### config.mk
export PLATFORM = sky130hd
export DESIGN_NAME = load_store_unit
export DESIGN_NICKNAME = d
export VERILOG_FILES = /design/src/rtl/lsu_pkg.sv /design/src/rtl/lsu_align.sv /design/src/rtl/load_store_unit.sv
export SDC_FILE = /design/constraint.sdc
export NUM_CORES = 1
export LEC_CHECK = 0
export CORE_MARGIN = 5
export CORE_UTILIZATION = 45
export DETAILED_ROUTE_END_ITERATION = 7
export GPL_ROUTABILITY_DRIVEN = 0
export PLACE_DENSITY = 0.74
export SYNTH_ARGS = -nofsm -noshare
export SYNTH_HDL_FRONTEND = slang
export SYNTH_HIERARCHICAL = 1
export SYNTH_SLANG_ARGS = --single-unit
export TNS_END_PERCENT = 30
### constraint.sdc
create_clock -name clk -period 14.1 [get_ports clk]
set_input_delay 2.82 -clock clk [delete_from_list [all_inputs] [get_ports clk]]
set_output_delay 2.82 -clock clk [all_outputs]
set_load 0.1 [all_outputs]
### src/rtl/lsu_pkg.sv
// rtl/lsu_pkg.sv - shared state, funct3 and error encodings for the load/store unit
package lsu_pkg;

  typedef enum logic [2:0] {
    S_IDLE,
    S_RD,
    S_CAP,
    S_WR,
    S_RESP
  } lsu_state_t;

  localparam logic [2:0] F3_B  = 3'b000;
  localparam logic [2:0] F3_H  = 3'b001;
  localparam logic [2:0] F3_W  = 3'b010;
  localparam logic [2:0] F3_BU = 3'b100;
  localparam logic [2:0] F3_HU = 3'b101;

  localparam logic [1:0] ERR_NONE     = 2'b00;
  localparam logic [1:0] ERR_MISALIGN = 2'b01;
  localparam logic [1:0] ERR_FAULT    = 2'b10;
  localparam logic [1:0] ERR_ILLEGAL  = 2'b11;

endpackage

### src/rtl/lsu_align.sv
// rtl/lsu_align.sv - combinational sub-word load extract/extend and store merge
module lsu_align (
  input  logic [31:0] i_word,
  input  logic [31:0] i_wdata,
  input  logic [1:0]  i_off,
  input  logic [2:0]  i_funct3,
  output logic [31:0] o_rdata,
  output logic [31:0] o_merged
);
  import lsu_pkg::*;

  logic [7:0]  w_byte;
  logic [15:0] w_half;

  always_comb begin
    case (i_off)
      2'd0:    w_byte = i_word[7:0];
      2'd1:    w_byte = i_word[15:8];
      2'd2:    w_byte = i_word[23:16];
      default: w_byte = i_word[31:24];
    endcase
    w_half = i_off[1] ? i_word[31:16] : i_word[15:0];

    case (i_funct3)
      F3_B:    o_rdata = {{24{w_byte[7]}}, w_byte};
      F3_H:    o_rdata = {{16{w_half[15]}}, w_half};
      F3_W:    o_rdata = i_word;
      F3_BU:   o_rdata = {24'd0, w_byte};
      F3_HU:   o_rdata = {16'd0, w_half};
      default: o_rdata = '0;
    endcase

    // Stores keep the untouched lanes of the old word read back from memory
    o_merged = i_word;
    case (i_funct3)
      F3_B:    o_merged[{i_off, 3'b000} +: 8] = i_wdata[7:0];
      F3_H:    begin
        if (i_off[1]) o_merged[31:16] = i_wdata[15:0];
        else          o_merged[15:0]  = i_wdata[15:0];
      end
      F3_W:    o_merged = i_wdata;
      default: o_merged = i_word;
    endcase
  end

endmodule

### src/rtl/load_store_unit.sv
// rtl/load_store_unit.sv - memory-access stage with read-modify-write sub-word stores
// Optional LSU_TRACE_EN: simulation-only trace of memory writes and load responses.
module load_store_unit #(
  parameter logic [31:0] DMEM_SIZE   = 32'h0004_0000,
  parameter int          CHECK_ALIGN = 1
) (
  input  logic        clk,
  input  logic        reset,
  input  logic        req_valid,
  output logic        req_ready,
  input  logic        req_is_store,
  input  logic [2:0]  req_funct3,
  input  logic [31:0] req_addr,
  input  logic [31:0] req_wdata,
  output logic        resp_valid,
  input  logic        resp_ready,
  output logic [31:0] resp_rdata,
  output logic [1:0]  resp_err,
  output logic [31:0] m_addr,
  output logic [31:0] m_wr_dat,
  output logic        rd_en,
  output logic        wr_en,
  input  logic [31:0] m_rd_dat
);
  import lsu_pkg::*;

  lsu_state_t  r_state;
  logic        r_is_store;
  logic [2:0]  r_funct3;
  logic [1:0]  r_off;
  logic [31:0] r_wdata;

  logic        w_half;
  logic        w_word;
  logic        w_legal;
  logic [31:0] w_addr;
  logic [1:0]  w_err;
  logic [31:0] w_rdata;
  logic [31:0] w_merged;

  always_comb begin
    w_half = (req_funct3 == F3_H) || (req_funct3 == F3_HU);
    w_word = (req_funct3 == F3_W);
    if (req_is_store)
      w_legal = (req_funct3 == F3_B) || (req_funct3 == F3_H) || w_word;
    else
      w_legal = (req_funct3 == F3_B) || (req_funct3 == F3_BU) || w_half || w_word;

    // Without alignment checking the sub-size address bits are simply dropped
    w_addr = req_addr;
    if (CHECK_ALIGN == 0) begin
      if (w_word)      w_addr[1:0] = 2'b00;
      else if (w_half) w_addr[0]   = 1'b0;
    end

    if (!w_legal)
      w_err = ERR_ILLEGAL;
    else if ((CHECK_ALIGN != 0) &&
             ((w_half && req_addr[0]) || (w_word && (req_addr[1:0] != 2'b00))))
      w_err = ERR_MISALIGN;
    else if (req_addr >= DMEM_SIZE)
      w_err = ERR_FAULT;
    else
      w_err = ERR_NONE;
  end

  lsu_align u_align (
    .i_word   (m_rd_dat),
    .i_wdata  (r_wdata),
    .i_off    (r_off),
    .i_funct3 (r_funct3),
    .o_rdata  (w_rdata),
    .o_merged (w_merged)
  );

  always_ff @(posedge clk or posedge reset) begin
    if (reset) begin
      r_state    <= S_IDLE;
      r_is_store <= 1'b0;
      r_funct3   <= '0;
      r_off      <= '0;
      r_wdata    <= '0;
      req_ready  <= 1'b1;
      resp_valid <= 1'b0;
      resp_rdata <= '0;
      resp_err   <= ERR_NONE;
      rd_en      <= 1'b0;
      wr_en      <= 1'b0;
      m_addr     <= '0;
      m_wr_dat   <= '0;
    end else begin
      case (r_state)
        S_IDLE: begin
          if (req_valid && req_ready) begin
            r_is_store <= req_is_store;
            r_funct3   <= req_funct3;
            r_off      <= w_addr[1:0];
            r_wdata    <= req_wdata;
            req_ready  <= 1'b0;
            if (w_err != ERR_NONE) begin
              r_state    <= S_RESP;
              resp_valid <= 1'b1;
              resp_rdata <= '0;
              resp_err   <= w_err;
            end else if (req_is_store && w_word) begin
              r_state  <= S_WR;
              wr_en    <= 1'b1;
              m_addr   <= {2'b00, w_addr[31:2]};
              m_wr_dat <= req_wdata;
            end else begin
              r_state <= S_RD;
              rd_en   <= 1'b1;
              m_addr  <= {2'b00, w_addr[31:2]};
            end
          end
        end
        S_RD: begin
          rd_en   <= 1'b0;
          r_state <= S_CAP;
        end
        S_CAP: begin
          if (r_is_store) begin
            r_state  <= S_WR;
            wr_en    <= 1'b1;
            m_wr_dat <= w_merged;
          end else begin
            r_state    <= S_RESP;
            m_addr     <= '0;
            resp_valid <= 1'b1;
            resp_rdata <= w_rdata;
            resp_err   <= ERR_NONE;
          end
        end
        S_WR: begin
          r_state    <= S_RESP;
          wr_en      <= 1'b0;
          m_addr     <= '0;
          m_wr_dat   <= '0;
          resp_valid <= 1'b1;
          resp_rdata <= '0;
          resp_err   <= ERR_NONE;
        end
        S_RESP: begin
          if (resp_ready) begin
            r_state    <= S_IDLE;
            resp_valid <= 1'b0;
            req_ready  <= 1'b1;
          end
        end
        default: r_state <= S_IDLE;
      endcase
    end
  end

`ifdef LSU_TRACE_EN
  logic [31:0] r_trace_addr;

  always_ff @(posedge clk or posedge reset) begin
    if (reset)
      r_trace_addr <= '0;
    else if (req_valid && req_ready)
      r_trace_addr <= req_addr;
  end

  always_ff @(posedge clk) begin
    if (wr_en)
      $display("ST %08h %08h", {m_addr[29:0], 2'b00}, m_wr_dat);
    if (resp_valid && resp_ready && !r_is_store)
      $display("LD %08h %08h", r_trace_addr, resp_rdata);
  end
`else
`endif

endmodule

## After elaboration in Yosys (flattened, before gate mapping)

Index checks and enable logic that the tools add are counted.

- Register bits after elaboration: 143
- Logic and storage cells: 119

- $add $sub $neg: 1
- $lt $le $gt $ge: 1
- Equal/unequal tests: 22
- Shift-type cells: 2
- Mux-type cells: 51
- Reduce and logical (&&, ||, !) cells: 29

Operators with widths:

| kind | count |
|---|---|
| $pmux 32 s3 | 4 |
| $mux 32 | 10 |
| $pmux 32 s5 | 1 |
| $mux 16 | 3 |
| $bwmux 32 | 1 |
| $ge 32x19->1 const B | 1 |
| $shift 8x7->32 const A | 1 |
| $shiftx 8x7->32 | 1 |
| $pmux 8 s3 | 1 |
| $ne 2x2->1 const B | 8 |
| $eq 3x3->1 const B | 5 |
| $pmux 3 s5 | 1 |
| $mux 1 | 14 |
| $mux 2 | 7 |
| $eq 3x2->1 const B | 4 |
| $mux 3 | 4 |
| $reduce_and 4->1 | 3 |
| $reduce_and 5->1 | 2 |
| $eq 3x1->1 const B | 3 |
| $logic_not 3->1 | 3 |
| $reduce_bool 2->1 | 4 |
| $logic_or 1x1->1 | 7 |
| $neg 5->7 | 1 |
| $pmux 2 s3 | 1 |
| other kinds (11) | 16 |

## Depth between registers and ports, before layout

- Depth in word-level cells: 10
- Gate-level depth with buffers: 10
- Depth with buffers taken out: 8

## Hierarchy

Netlist, hierarchy kept.

By module, submodules not included:

| module | instances | cells each | area an instance (µm²) | sequential area each (µm²) |
|---|---|---|---|---|
| load_store_unit | 1 | 626 | 6343.6 | 3529.6 |
| lsu_align | 1 | 245 | 1706.6 | 0.0 |

## Least setup slack after synthesis

No wires, ideal clock.

- Path type: input to register
- Start: in req_addr[30]
- End: reg m_wr_dat[28]
- Arrival: 4085 ps
- Data required time: 13971 ps
- Path slack: 9886 ps
- Stages on the path: 5
- Path buffers: 1
- Cell sequence: nor4_1 nand4_1 nor4_4 buf_6 a221oi_2

- Word-level cells in the longest chain between the ends: 7

RTL lines:

| element | RTL line | source |
|---|---|---|
| start, declared | load_store_unit.sv:13 | `input logic [31:0] req_addr,` |
| $ge 32x19->1 | load_store_unit.sv:61 | `else if (req_addr >= DMEM_SIZE)` |
| $mux 2 | load_store_unit.sv:61 |  |
| $mux 2 | load_store_unit.sv:58 | `else if ((CHECK_ALIGN != 0) &&` |
| $mux 2 | load_store_unit.sv:56 | `if (!w_legal)` |
| $reduce_bool 2->1 | load_store_unit.sv:100 | `if (w_err != ERR_NONE) begin` |
| $ne 2x2->1 (no source line) | n/a |  |
| $reduce_and 5->1 (no source line) | n/a |  |
| end signal, assigned | load_store_unit.sv:109 | `m_wr_dat <= req_wdata;` |
| end signal, assigned | load_store_unit.sv:125 | `m_wr_dat <= w_merged;` |
| end, declared | load_store_unit.sv:20 | `output logic [31:0] m_wr_dat,` |

No other way between the ends.
A chain may end at the register's enable or synchronous reset.

## Worst setup path in the final report

- Start: in req_valid
- End: reg resp_err[1]

- Word-level cells in the longest chain between the ends: 3

RTL lines:

| element | RTL line | source |
|---|---|---|
| start, declared | load_store_unit.sv:9 | `input logic req_valid,` |
| $logic_and 1x1->1 | load_store_unit.sv:94 | `if (req_valid && req_ready) begin` |
| $ne 2x2->1 (no source line) | n/a |  |
| $reduce_and 4->1 (no source line) | n/a |  |
| end signal, assigned | load_store_unit.sv:104 | `resp_err <= w_err;` |
| end, declared | load_store_unit.sv:18 | `output logic [1:0] resp_err,` |

No other way between the ends.

==> summary.txt <==
Status
  • Status: finished clean

Finish
  • Area grow syn2layout: 33.3%
  • Layout cells sized above 1: 10.3%
  • Final instance area: about 0.011 sq mm
  • Fin util: 60.4%
  • # nets final: roughly 1100
  • Ant diodes: 0

Detailed routing
  • Vias: about 7700
  • Vias per cell: about 6.0
  • Wire per inst: 20.5 um
  • Final wirelength: about 26 mm
  • First-pass iteration count of the detailed router: 6
  • DR DRC count: 0
  • Initial DRC count: around 770
  • Routed Antenna Nets: 0

Synth
  • Gate Count Post-Synth: a little under 900
  • Fraction of registers with async set/reset: between 90% and 100%
  • Synth area leader: dfrtp_1
  • Mapped cell area: between 0.008 and 0.009 sq mm
  • Post-synth EDFFs: 0
  • Seq/Total Area, Yosys: between 40 and 50%
  • Synth cell types: 66
  • Cell with the most instances after synthesis: dfrtp_1
  • Area contributors post-synth: dfrtp_1 44%, a22oi_1 5.9%, a221oi_2 5.8%, o21ai_0 5.6%, nand2_1 5.1%
  • #FFs+latches synth: about 140
  • Top cell type's share of synthesized area: 43.5%
  • Post-synth top cells: 140 x dfrtp_1, 110 x nand2_1, 90 x o21ai_0
  • Synth Flop Type: dfrtp_1
  • Warnings from Yosys: 6
  • Mapped Avg Cell Area: 9.24 sq um

Power
  • Sw Pwr: between 0.2 and 0.25 mW
  • Comb pwr share: under 10%
  • Reg power frac: 43.3%
  • Peak VDD IR: roughly 0.000081 V
  • PwrDens: just under 90 mW/mm^2
  • Sw Ratio: 23.2%
  • Clock Power Share: 49.1%
  • Internal: 0.718 mW
  • Leak: roughly 5 nW

Run
  • Max cap viols: 0

Setup path
  • Crit-path slowest cell: or4_2
  • CP startpoint kind: primary input
  • Worst Reg-to-Reg Cells: 8
  • Worst Setup EP: resp_err[1]$_DFFE_PP0P_
  • Worst path required time: 14400 ps
  • R2R Setup Slk: around 11000 ps
  • Worst r2r dst: m_wr_dat[10]$_DFFE_PP0P_
  • Critical path's largest stage delay: between 1000 and 1500 ps
  • WP depth: 5
  • R2r startpoint: r_off[1]$_DFFE_PP0P_
  • Crit path max-delay family: simple AND/OR/NAND/NOR gates
  • CP cell instances: clkdlybuf4s50_1 > nand2_1 > or4_2 > a21oi_1 > mux2_2
  • CP arrival: between 5000 and 6000 ps
  • CP bufs+invs: 1
  • WS Path Type: primary input to flip-flop
  • Highest fanout seen on the critical path: 72
  • Crit path capture type: flip-flop
  • CP startpoint: req_valid

Clock tree
  • Num CTS Buffers: 17
  • Root buf cell: clkbuf_16
  • Clk sinks: between 100 and 150
  • Clk Latency, worst-skew pair: 420 ps
  • TritonCTS clock tree: yes
  • CTS Hold Buffers Added: 0
  • Setup bufs post-CTS: 0
  • Clock-pin transition on the worst setup and hold timing paths: ~60 ps
  • H-tree levels: 4
  • Cts repair resizes: 0
  • Max Root-Sink Buffers: 2

Place
  • Worst slack, placed: roughly 8700 ps
  • Area after DPL: 0.0101 sq mm
  • Detailed Place HPWL: 18.6 mm
  • Port bufs: approximately 200

Timing
  • Count of final hold-check violations: 0
  • Fin Clk Skew: roughly 8 ps
  • PnR worst setup slack: between 9000 and 10000 ps
  • Tmin final: between 5000 and 6000 ps
  • Headroom to the max-slew limit: approximately 24%
  • RSZ-0062 raised after global routing: false
  • Final Cycle Share: around 36%
  • Max frequency: between 150 and 200 MHz
  • Post-Route Setup TNS: 0 ps
  • Endpoints failing setup: 0
  • Final Max Slew Viols: 0
  • Slew @ Worst Pin: 1130 ps

Die
  • Initial core utilization: between 40 and 50%
  • Core box area: approximately 0.018 sq mm
  • Die Area: about 0.021 sq mm
  • Die W: 144 um
  • Die Y: 144 um
  • # IOs: around 210
  • Cell row count: 49

Global routing
  • Total gr overflow: 0
  • First-pass GRT wire length: about 40 mm
  • Antenna violations before repair: 0
  • Largest net degree at the start of global routing: about 80
  • Vias in the first global route: 7172
  • Tot GR Track Use: approximately 25%

Worst hold path
  • Worst hold path type: flip-flop to flip-flop
  • Worst Hold Launch: r_wdata[22]$_DFFE_PP0P_
-- layout by cell type (no fill, tap or decap), drive strengths merged, types with 6 or more instances in the layout --
master,instances
a21o,20
a21oi,53
a221o,23
a221oi,42
a22oi,63
and3,14
buf,10
clkbuf,17
clkdlybuf4s50,203
clkinv,9
dfrtp,140
ha,6
inv,57
mux2,12
mux2i,16
nand2,110
nor2,67
nor2b,12
nor3,6
o21ai,98
-- worst reg2reg max path, cell delays in order (launching register included) --
cell	delay (ps)
dfrtp_1	670
inv_1	290
ha_1	610
nand2_1	110
nor3_1	830
a21oi_1	160
o21ai_0	260
a21oi_1	130
a221oi_2	210
-- power groups by stage --
stage                     logic [mW]  registers [mW]  clock network (mW)
after floorplan               0.0270           0.412                   0
after global placement        0.0702           0.412                   0
after detailed placement      0.0702           0.412                   0
after CTS                     0.0707           0.405               0.462
after global routing          0.0762           0.404               0.483
final                         0.0712           0.405               0.459
-- how the worst min path moves through the flow --
stage / to / slack, ps / depth (start not counted)
after floorplan: r_funct3[0]$_DFFE_PP0P_ / 440 / 2
after global placement: r_wdata[22]$_DFFE_PP0P_ / 470 / 2
after detailed placement: r_wdata[22]$_DFFE_PP0P_ / 480 / 2
after CTS: r_wdata[19]$_DFFE_PP0P_ / 490 / 2
after global routing: r_wdata[20]$_DFFE_PP0P_ / 510 / 2
final: r_wdata[22]$_DFFE_PP0P_ / 490 / 2
-- metal layers --
layer / GRT usage, % / vias up / part of all wire, %
met1: 34.6 / 3690 / 41
met4: 7.53 / 0 / 2.5
met2: 38.2 / 408 / 46
met3: 7.79 / 66 / 11
met5: 0 / - / 0
li1: - / 3501 / -
-- per-stage QoR --
step	std cells	power (mW)	hold WS, ps
2_1_floorplan	872	0.439	440
3_3_place_gp	1245	0.482	466
3_5_place_dp	1245	0.482	476
4_1_cts	1277	0.938	490
5_1_grt	1277	0.964	509
6_report	1277	0.934	487
-- sequential cells by signal (all words and copies together) (netlist names) --
name	flops
r_wdata	32
r_state	3
r_is_store	1
req_ready	1
r_funct3	3
r_off	2
rd_en	1
m_addr	30
resp_rdata	32
wr_en	1
m_wr_dat	32
resp_err	2
resp_valid	1
-- cell families after synthesis --
group	share of synthesized area [%]
AOI/OAI and AO/OA	30.4
adders and majority gates	0.933
buffers and inverters	6.92
DFF	43.8
muxes	3.67
other	0.0466
and+or+nand+nor	14.2
-- area by class of cell --
cell class	count	area [sq um]
sequential	141	3530
tap	229	287
inverter	57	219
clock inverter	15	173
multi-input combinational	605	3990
clock buffer	17	425
fill	1503	7050
timing repair buffer	213	2110
(Power assumes the default switching activity.)
